`src/rtl/sum_window_acc.sv`:
```
// sum_window_acc: collects clamped 9-input bit-sums into windows of WINDOW
// samples (or shorter, on flush). Each result reports the saturated total,
// the largest sample, the sample count and an out-of-range flag. The result
// is held until downstream takes it.
module sum_window_acc #(
   parameter int WINDOW = 16,
   parameter int ACC_W  = 8,
   parameter int CNT_W  = 5
) (
   input  logic             clk,
   input  logic             rst_n,
   input  logic             in_valid,
   input  logic [3:0]       in_sum,
   output logic             in_ready,
   input  logic             flush,
   output logic             out_valid,
   input  logic             out_ready,
   output logic [ACC_W-1:0] out_total,
   output logic [3:0]       out_max,
   output logic [CNT_W-1:0] out_count,
   output logic             out_ovr
);

   typedef enum logic {ACCUM = 1'b0, HOLD = 1'b1} state_t;

   localparam logic [CNT_W-1:0] WIN_C   = CNT_W'(WINDOW);
   localparam logic [ACC_W-1:0] SAT_MAX = '1;

   state_t           state_q;
   logic [ACC_W-1:0] total_q;
   logic [3:0]       max_q;
   logic [CNT_W-1:0] count_q;
   logic             ovr_q;

   logic             accept;
   logic             over;
   logic [3:0]       clamped;
   logic [ACC_W:0]   sum_ext;
   logic [ACC_W-1:0] total_d;
   logic [3:0]       max_d;
   logic [CNT_W-1:0] count_d;

   // Sample datapath: clamp the incoming value and form the next window totals.
   always_comb begin
      accept  = in_valid && (state_q == ACCUM);
      over    = (in_sum > 4'd9);
      clamped = over ? 4'd9 : in_sum;
      // one spare bit catches the carry so the total saturates instead of wrapping
      sum_ext = {1'b0, total_q} + {{(ACC_W-3){1'b0}}, clamped};
      total_d = sum_ext[ACC_W] ? SAT_MAX : sum_ext[ACC_W-1:0];
      max_d   = (clamped > max_q) ? clamped : max_q;
      count_d = count_q + 1'b1;
   end

   // Window FSM and accumulator registers; reset and handshake clear everything.
   always_ff @(posedge clk) begin
      if (!rst_n) begin
         state_q <= ACCUM;
         total_q <= '0;
         max_q   <= '0;
         count_q <= '0;
         ovr_q   <= 1'b0;
      end else begin
         case (state_q)
            ACCUM: begin
               if (accept) begin
                  total_q <= total_d;
                  max_q   <= max_d;
                  count_q <= count_d;
                  ovr_q   <= ovr_q | over;
                  // a flush alongside the last sample still closes only once
                  if (count_d == WIN_C || flush) state_q <= HOLD;
               end else if (flush && count_q != '0) begin
                  state_q <= HOLD;
               end
            end
            HOLD: begin
               if (out_ready) begin
                  state_q <= ACCUM;
                  total_q <= '0;
                  max_q   <= '0;
                  count_q <= '0;
                  ovr_q   <= 1'b0;
               end
            end
            default: state_q <= ACCUM;
         endcase
      end
   end

   // Result is only visible while held; the accumulating window reads as zero.
   always_comb begin
      in_ready  = (state_q == ACCUM);
      out_valid = (state_q == HOLD);
      out_total = out_valid ? total_q : '0;
      out_max   = out_valid ? max_q   : '0;
      out_count = out_valid ? count_q : '0;
      out_ovr   = out_valid ? ovr_q   : 1'b0;
   end

endmodule
```
`config.mk`:
```
export PLATFORM = sky130hd
export DESIGN_NAME = sum_window_acc
export DESIGN_NICKNAME = d
export VERILOG_FILES = /design/src/rtl/sum_window_acc.sv
export SDC_FILE = /design/constraint.sdc
export NUM_CORES = 1
export LEC_CHECK = 0
export ABC_AREA = 1
export BUFFER_PORTS_ARGS = -buffer_cell sky130_fd_sc_hd__buf_2
export CAP_MARGIN = 5
export CORE_MARGIN = 4
export CORE_UTILIZATION = 42
export CTS_CLUSTER_DIAMETER = 150
export CTS_CLUSTER_SIZE = 40
export DETAILED_ROUTE_END_ITERATION = 12
export PLACE_DENSITY_LB_ADDON = 0.3
export REMOVE_ABC_BUFFERS = 1
export SLEW_MARGIN = 20
export SYNTH_ARGS = -nofsm -noshare
export SYNTH_HDL_FRONTEND = slang
export SYNTH_SLANG_ARGS = --single-unit
```
`constraint.sdc`:
```
create_clock -name clk -period 1.8 [get_ports clk]
set_clock_uncertainty 0.15 [all_clocks]
set_input_delay 0.36 -clock clk [delete_from_list [all_inputs] [get_ports clk]]
set_output_delay 0.36 -clock clk [all_outputs]
set_load 0.05 [all_outputs]
```
==> flow_metrics.tcl, run 1 <==
set metrics [dict create \
    outcome "finished clean" \
    synth-edff-count 0 \
    avgSynthCellArea_um2 6.39 \
    p_total_mw 1.07 \
    hold_path.class "input port to register" \
    grt_max_degree 15 \
    dieHeight_um 65.8 \
    max_freq_ghz 0.568 \
    tns_ns 0 \
    synth_top_cell_by_area "dfxtp_1" \
    die_area_um2 4330 \
    worstSetupEndpointType "register" \
    ios 29 \
    final_util_pct 60.6 \
    yosys_warnings 0 \
    crit_chain "buf_8 -> o21ai_4 -> inv_2 -> nor2_4 -> inv_2 -> ha_4 -> ha_4 -> inv_2 -> nand2_2 -> nand3_2 -> nand2_4 -> nand3_4 -> nand2_2 -> o21ai_1 -> a21oi_1" \
    timing.critical_path.mode_cell "inv_2" \
    drtAntennaViolNets 0 \
    cp-start-kind "input port" \
    setup_viol 0 \
    clock_latency_ns 0.30 \
    max-vdd-ir-drop_uv 481 \
    n_fill_cell 308 \
    ys.flop_type "dfxtp_1" \
    clock-sinks 19 \
    fp.dieW_um 65.8 \
    final_hold_viol_count 0 \
    initial_core_util_pct 44.9 \
    drt_iter0_drc 60 \
    fin_crit_ns 1.76 \
    cts_setup_buffers 0 \
    max_stage_delay_ns 0.16 \
    crit_fanout 6 \
    portBuffers 28 \
    slowest_stage "o21ai_4" \
    wl_um 3390 \
    ys_types 28 \
    cts_hold_buf 0 \
    syn_inst 220 \
    seq_power_share_pct 44.7 \
    grt_pass1_vias 1319 \
    slew_headroom_pct 83.3 \
    drc 0 \
    core-area_um2 3130 \
    ys_seq_area_share_pct 27.1 \
    tightest_slew_ns 0.249 \
    p_switching_uw 388 \
    clk_pin_slew_ns 0.11 \
    hpwl_um 2480 \
    routedWlPerCell_um 10.9 \
    grt_pass1_wl_um 5490 \
    cts_buffer_depth 2 \
    crit_required_ns 1.85 \
    grt_overflow 0 \
    cap_violations 0 \
    first_pass_iters 4 \
    path_class "input port to register" \
    async_flop_share_pct 0 \
    dpl.cell_count 306 \
    min_from "rst_n" \
    power_density_nw_per_um2 565 \
    leakage_nw 1.03 \
    rsz0062_at_grt "yes" \
    hold_depth 3 \
    use_met1_pct 21.5 \
    worstHoldEndpoint "count_q[2]$_SDFFE_PN0P_" \
    via_per_inst 4.69 \
    ys_top_cells_by_area "dfxtp_1, nand2_1, inv_1" \
    finalCritPeriodShare_pct 97.9 \
    cts_tree "yes" \
    rr_worst_depth 10 \
    finalWeightedCongestion 0.789 \
    dr_total_vias 1454 \
    final_cells 310 \
    dpl-instance-area_um2 1730 \
    r2r_setup_slack_ns 0.13 \
    synth_common_cells "nand2_1, inv_1, dfxtp_1" \
    grtUsageTotal_pct 15.5 \
    num_rows 20 \
    layout-drive-gt1-share_pct 34.6 \
    path_delay_family "simple AND/OR/NAND/NOR gates" \
    swShare_pct 36.2 \
    cts_buffers 3 \
    clockRootBuffer "clkbuf_4" \
    reg2reg_from "total_q[2]$_SDFFE_PN0P_" \
    drv_slew 0 \
    use_met3_pct 3.06 \
    met2_usage_pct 25.8 \
    path_buf_inv 4 \
    syn2layout_area_growth_pct 34.9 \
    critPathArrivalTime_ns 1.81 \
    netlist_area_um2 1410 \
    grt-busiest-layer "met2" \
    antenna_found_initial 0 \
    r2r_end "total_q[7]$_SDFFE_PN0P_" \
    comb_power_share_pct 34.5 \
    intPower_uw 684 \
    ctsHtreeMaxLevel 1 \
    design_area_um2 1900 \
    fin_nets 287 \
    netlist.area_leader.share_pct 27.1 \
    num_antenna_cells 0 \
    synth.most_common_cell "nand2_1" \
    power_frac_clock_pct 20.8 \
    synth_seq_cells 19 \
]
==> what timing repair did <==
item	4_1_cts	5_1_grt
endpoints found under the setup margin	18	26
cloned	0	0
resized for setup	11	34
pin swaps	0	10
==> registers in the layout (all words and copies together) (netlist names) <==
signal and count:
max_q 4, total_q 8, out_valid 1, ovr_q 1
count_q 5
==> layout by cell type (no fill, tap or decap), drive strengths merged <==
master  synthesis  routed
inv            44      44
or2             2       2
nand4           3       3
nand2          66      66
nand3          18      18
nor2           13      13
clkinv          1       1
o21ai           6       6
nand3b          2       2
a211oi          2       2
clkbuf          4       5
ha             11      11
a21oi          19      19
dfxtp          19      19
xor2            1       1
buf             3      48
xnor2           2       2
nor3            2       2
o21bai          2       2
==> stage by stage <==
step	hold WS (ns)	setup slack (ns)
2_1_floorplan	0.309	-0.496
3_3_place_gp	0.323	-0.295
3_5_place_dp	0.328	-0.335
4_1_cts	0.212	0.00748
5_1_grt	0.217	-0.0602
6_report	0.212	0.0384
==> cells by family (layout without fill, tap and decap cells) <==
family	count (synthesis)	in the layout	share of synthesized area, %
compound gates	29	29	12.4
xor+xnor	3	3	1.87
fa+ha+maj	11	11	9.80
buf+inv	52	98	14.2
flops	19	19	27.1
simple gates	106	106	34.7
==> how the worst max path moves through the flow <==
stage	start	end	slack, ns	depth (start not counted)
finish	in_sum[1]	total_q[3]$_SDFFE_PN0P_	0.04	15
global route	in_sum[1]	total_q[3]$_SDFFE_PN0P_	-0.06	15
CTS	in_sum[2]	total_q[4]$_SDFFE_PN0P_	0.007	14
detailed placement	in_sum[2]	total_q[4]$_SDFFE_PN0P_	-0.33	14
global placement	in_sum[2]	total_q[3]$_SDFFE_PN0P_	-0.29	15
floorplan	out_valid$_SDFF_PN0_	total_q[5]$_SDFFE_PN0P_	-0.50	4
==> routing by layer <==
layer	vias to the layer above	routed length [µm]	share of wire (%)
li1	771	-	-
met1	650	1640	48
met2	33	1590	47
met3	0	166	4.9
met4	0	0	0
met5	-	0	0
==> cell type report <==
cell class / count / area (µm²) / share of cell area, %
multi-input cells: 149 / 917 / 48.4
clock buffers: 4 / 26.3 / 1.39
repair buffers: 49 / 343 / 18.1
flip-flops and latches: 19 / 385 / 20.3
inverters: 45 / 169 / 8.91
well taps: 44 / 55.1 / 2.90
==> tightest hold or removal path, delay by kind of cell <==
family,cells,cell delay [ns]
AOI/OAI and AO/OA,1,0.05
buffers and inverters,2,0.22
==> power groups by stage <==
stage	clock [mW]	sequential [mW]	combinational [mW]
after floorplan	0	0.494	0.198
after global placement	0	0.485	0.333
after detailed placement	0	0.486	0.336
after CTS	0.225	0.477	0.341
after global routing	0.242	0.483	0.413
final	0.223	0.479	0.370
Power figures use the tool's default switching activity.
==> run 2: changes to the inputs <==
Settings changed: ABC_AREA 1 to default.
==> run 2 against run 1 <==
  * The run now ends with negative setup slack left
  * Routed wire length grew 20%
  * Synthesized cell count fell by 23%
  * Final area increased by 7.1%
  * Combinational power increased by 29%
  * Die area down 2.3%
  * Count of clock-buffer cells in the layout decreased by 1
==> flow_metrics.tcl, run 2 <==
set metrics [dict create \
    first_pass_iters 4 \
    hpwl_um 2660 \
    portBuffers 28 \
    drtAntennaViolNets 0 \
    num_rows 20 \
    fp.dieW_um 65.1 \
    violations "negative setup slack" \
    ys.flop_type "dfxtp_1" \
    leakage_nw 0.903 \
    via_per_inst 5.35 \
    synth-edff-count 0 \
    crit_fanout 3 \
    slew_headroom_pct 71.4 \
    rsz0062_at_grt "yes" \
    num_antenna_cells 0 \
    grt_pass1_wl_um 6750 \
    path_class "input port to register" \
    ios 29 \
    tightest_slew_ns 0.429 \
    drv_slew 0 \
    dr_total_vias 1428 \
    crit_required_ns 1.86 \
    grt_overflow 0 \
    clock-sinks 19 \
    reg_top3 "total_q x8, count_q x5, max_q x4" \
    hold_path.class "input port to register" \
    top_register "total_q" \
    outcome "complete, but fails checks" \
    synthSimpleGateAreaFrac_pct 27.4 \
    fin_nets 244 \
    cap_violations 0 \
    syn_inst 170 \
    path_delay_family "compound AO/OA/AOI/OAI gates" \
    fin_ws_ns -0.141 \
    max_freq_ghz 0.515 \
    max_stage_delay_ns 0.35 \
    wl_um 4070 \
    grt_pass1_vias 1409 \
    synth_common_cells "nand2_1, dfxtp_1, and2_1" \
    tns_ns -0.879 \
    synth_top_family_by_area "simple AND/OR/NAND/NOR gates" \
    drt_iter0_drc 37 \
    final_cell_mix "buf_4, nand2_1, and2_1" \
    dpl.cell_count 256 \
    largest_reg_flops 8 \
    crit_chain "buf_6 -> o21a_1 -> or2_4 -> ha_4 -> maj3_4 -> a31oi_4 -> o32ai_2 -> a31o_2" \
    ctsHtreeMaxLevel 1 \
    die_area_um2 4240 \
    setup_viol 12 \
    grt_max_degree 21 \
    core-area_um2 3080 \
    mostFrequentLayoutCell "buf_4" \
    yosys_warnings 0 \
    cts_hold_buf 0 \
    p_total_mw 1.19 \
    clockRootBuffer "clkbuf_4" \
    synth_top_cell_by_area "dfxtp_1" \
    cp-start-kind "input port" \
    finalWeightedCongestion 0.865 \
    final_hold_viol_count 0 \
    final_cells 267 \
    cts_buffers 3 \
    synth_compound_area_share_pct 22.9 \
    clk_pin_slew_ns 0.11 \
    synth_seq_cells 19 \
    netlist.area_leader.share_pct 27.8 \
    ys_seq_area_share_pct 27.8 \
    max-vdd-ir-drop_uv 456 \
    path_buf_inv 1 \
    avgSynthCellArea_um2 8.05 \
    clock_latency_ns 0.31 \
    finalCritPeriodShare_pct 108 \
    async_flop_share_pct 0 \
    grtUsageTotal_pct 20.4 \
    synth-xor-area-share_pct 3.20 \
    power_density_nw_per_um2 584 \
    cts_buffer_depth 2 \
    slowest_stage "maj3_4" \
    netlist_area_um2 1370 \
    ys_types 43 \
    synthAdderAreaFrac_pct 11.1 \
    cts_tree "yes" \
    n_fill_cell 274 \
    initial_core_util_pct 44.5 \
    ys_top_cells_by_area "dfxtp_1, ha_1, and2_1" \
    antenna_found_initial 0 \
    drc 0 \
    worstSetupEndpointType "register" \
    synth.most_common_cell "nand2_1" \
    syn2layout_area_growth_pct 48.4 \
    synthMuxAreaShare_pct 2.93 \
    dieHeight_um 65.1 \
    fin_crit_ns 1.94 \
    routedWlPerCell_um 15.2 \
    r2r_setup_slack_ns -0.02 \
    critPathArrivalTime_ns 2.00 \
    layout-drive-gt1-share_pct 43.9 \
]
==> run 2: changes by cell type after synthesis, sizes merged, moves of 4 or more <==
cell,before,now
and2,0,17
inv,44,7
a31oi,0,4
nor2b,0,5
o311a,0,6
nand3,18,8
nand2,66,21
a21oi,19,12
nor2,13,9
mux2i,0,4
==> run 2: per-stage QoR <==
stage | hold WS (ns) | worst slack [ns] | utilization (%) | area (µm²)
6_report | 0.186 | -0.141 | 66.0 | 2030
5_1_grt | 0.191 | -0.152 | 66.0 | 2030
4_1_cts | 0.179 | -0.0946 | 64.6 | 1990
3_5_place_dp | 0.315 | -0.671 | 55.0 | 1690
3_3_place_gp | 0.293 | -0.593 | 55.0 | 1690
2_1_floorplan | 0.279 | -0.782 | - | 1330
==> run 2: logic make-up (layout without fill, tap and decap cells) <==
family | Yosys count | in the layout
adder cells (fa/ha/maj) | 12 | 12
multiplexers | 4 | 4
flip-flops | 19 | 19
XOR/XNOR | 5 | 5
buffers and inverters | 15 | 68
AO/OA/AOI/OAI | 43 | 43
AND/OR/NAND/NOR | 72 | 72
==> run 2: what timing repair did <==
item,4_1_cts,5_1_grt
pin swaps,21,5
resized for setup,46,11
endpoints found under the setup margin,28,26
gates cloned,0,0
buffers inserted,5,2
==> run 2: worst paths after layout <==
path,start,to,cells past startpoint
worst max-delay path,in_sum[1],total_q[7]$_SDFFE_PN0P_,8
worst min-delay path,flush,out_valid$_SDFF_PN0_,3
worst max register to register,total_q[2]$_SDFFE_PN0P_,total_q[6]$_SDFFE_PN0P_,6
worst min register to register,max_q[2]$_SDFFE_PN0P_,max_q[2]$_SDFFE_PN0P_,2
==> run 2: area by class of cell <==
cell class	instances	area [µm²]	share of cell area, %
clock buffers	3	22.5	1.11
clock inverters	1	5.00	0.246
inverters	7	28.8	1.42
multi-input cells	136	1110	54.6
flip-flops and latches	19	388	19.1
well taps	44	55.1	2.71
repair buffers	57	423	20.8
==> run 2: worst min-delay path, stage by stage <==
cell,delay [ns]
buf_2,0.09
o21ai_0,0.08
a31oi_1,0.09
==> run 2: where the power goes <==
part	leakage, nW	internal, mW	switching, mW
combinational	0.729	0.224	0.252
clock	0.0177	0.0832	0.145
sequential	0.157	0.447	0.0355
==> run 2: layer usage <==
| metal | GRT usage, % | part of all wire [%] | up-vias |
|---|---|---|---|
| met2 | 36.7 | 51 | 47 |
| met3 | 3.76 | 4.0 | 10 |
| li1 | - | - | 711 |
| met5 | 0 | 0 | - |
| met1 | 24.3 | 43 | 660 |
| met4 | 6.74 | 2.1 | 0 |
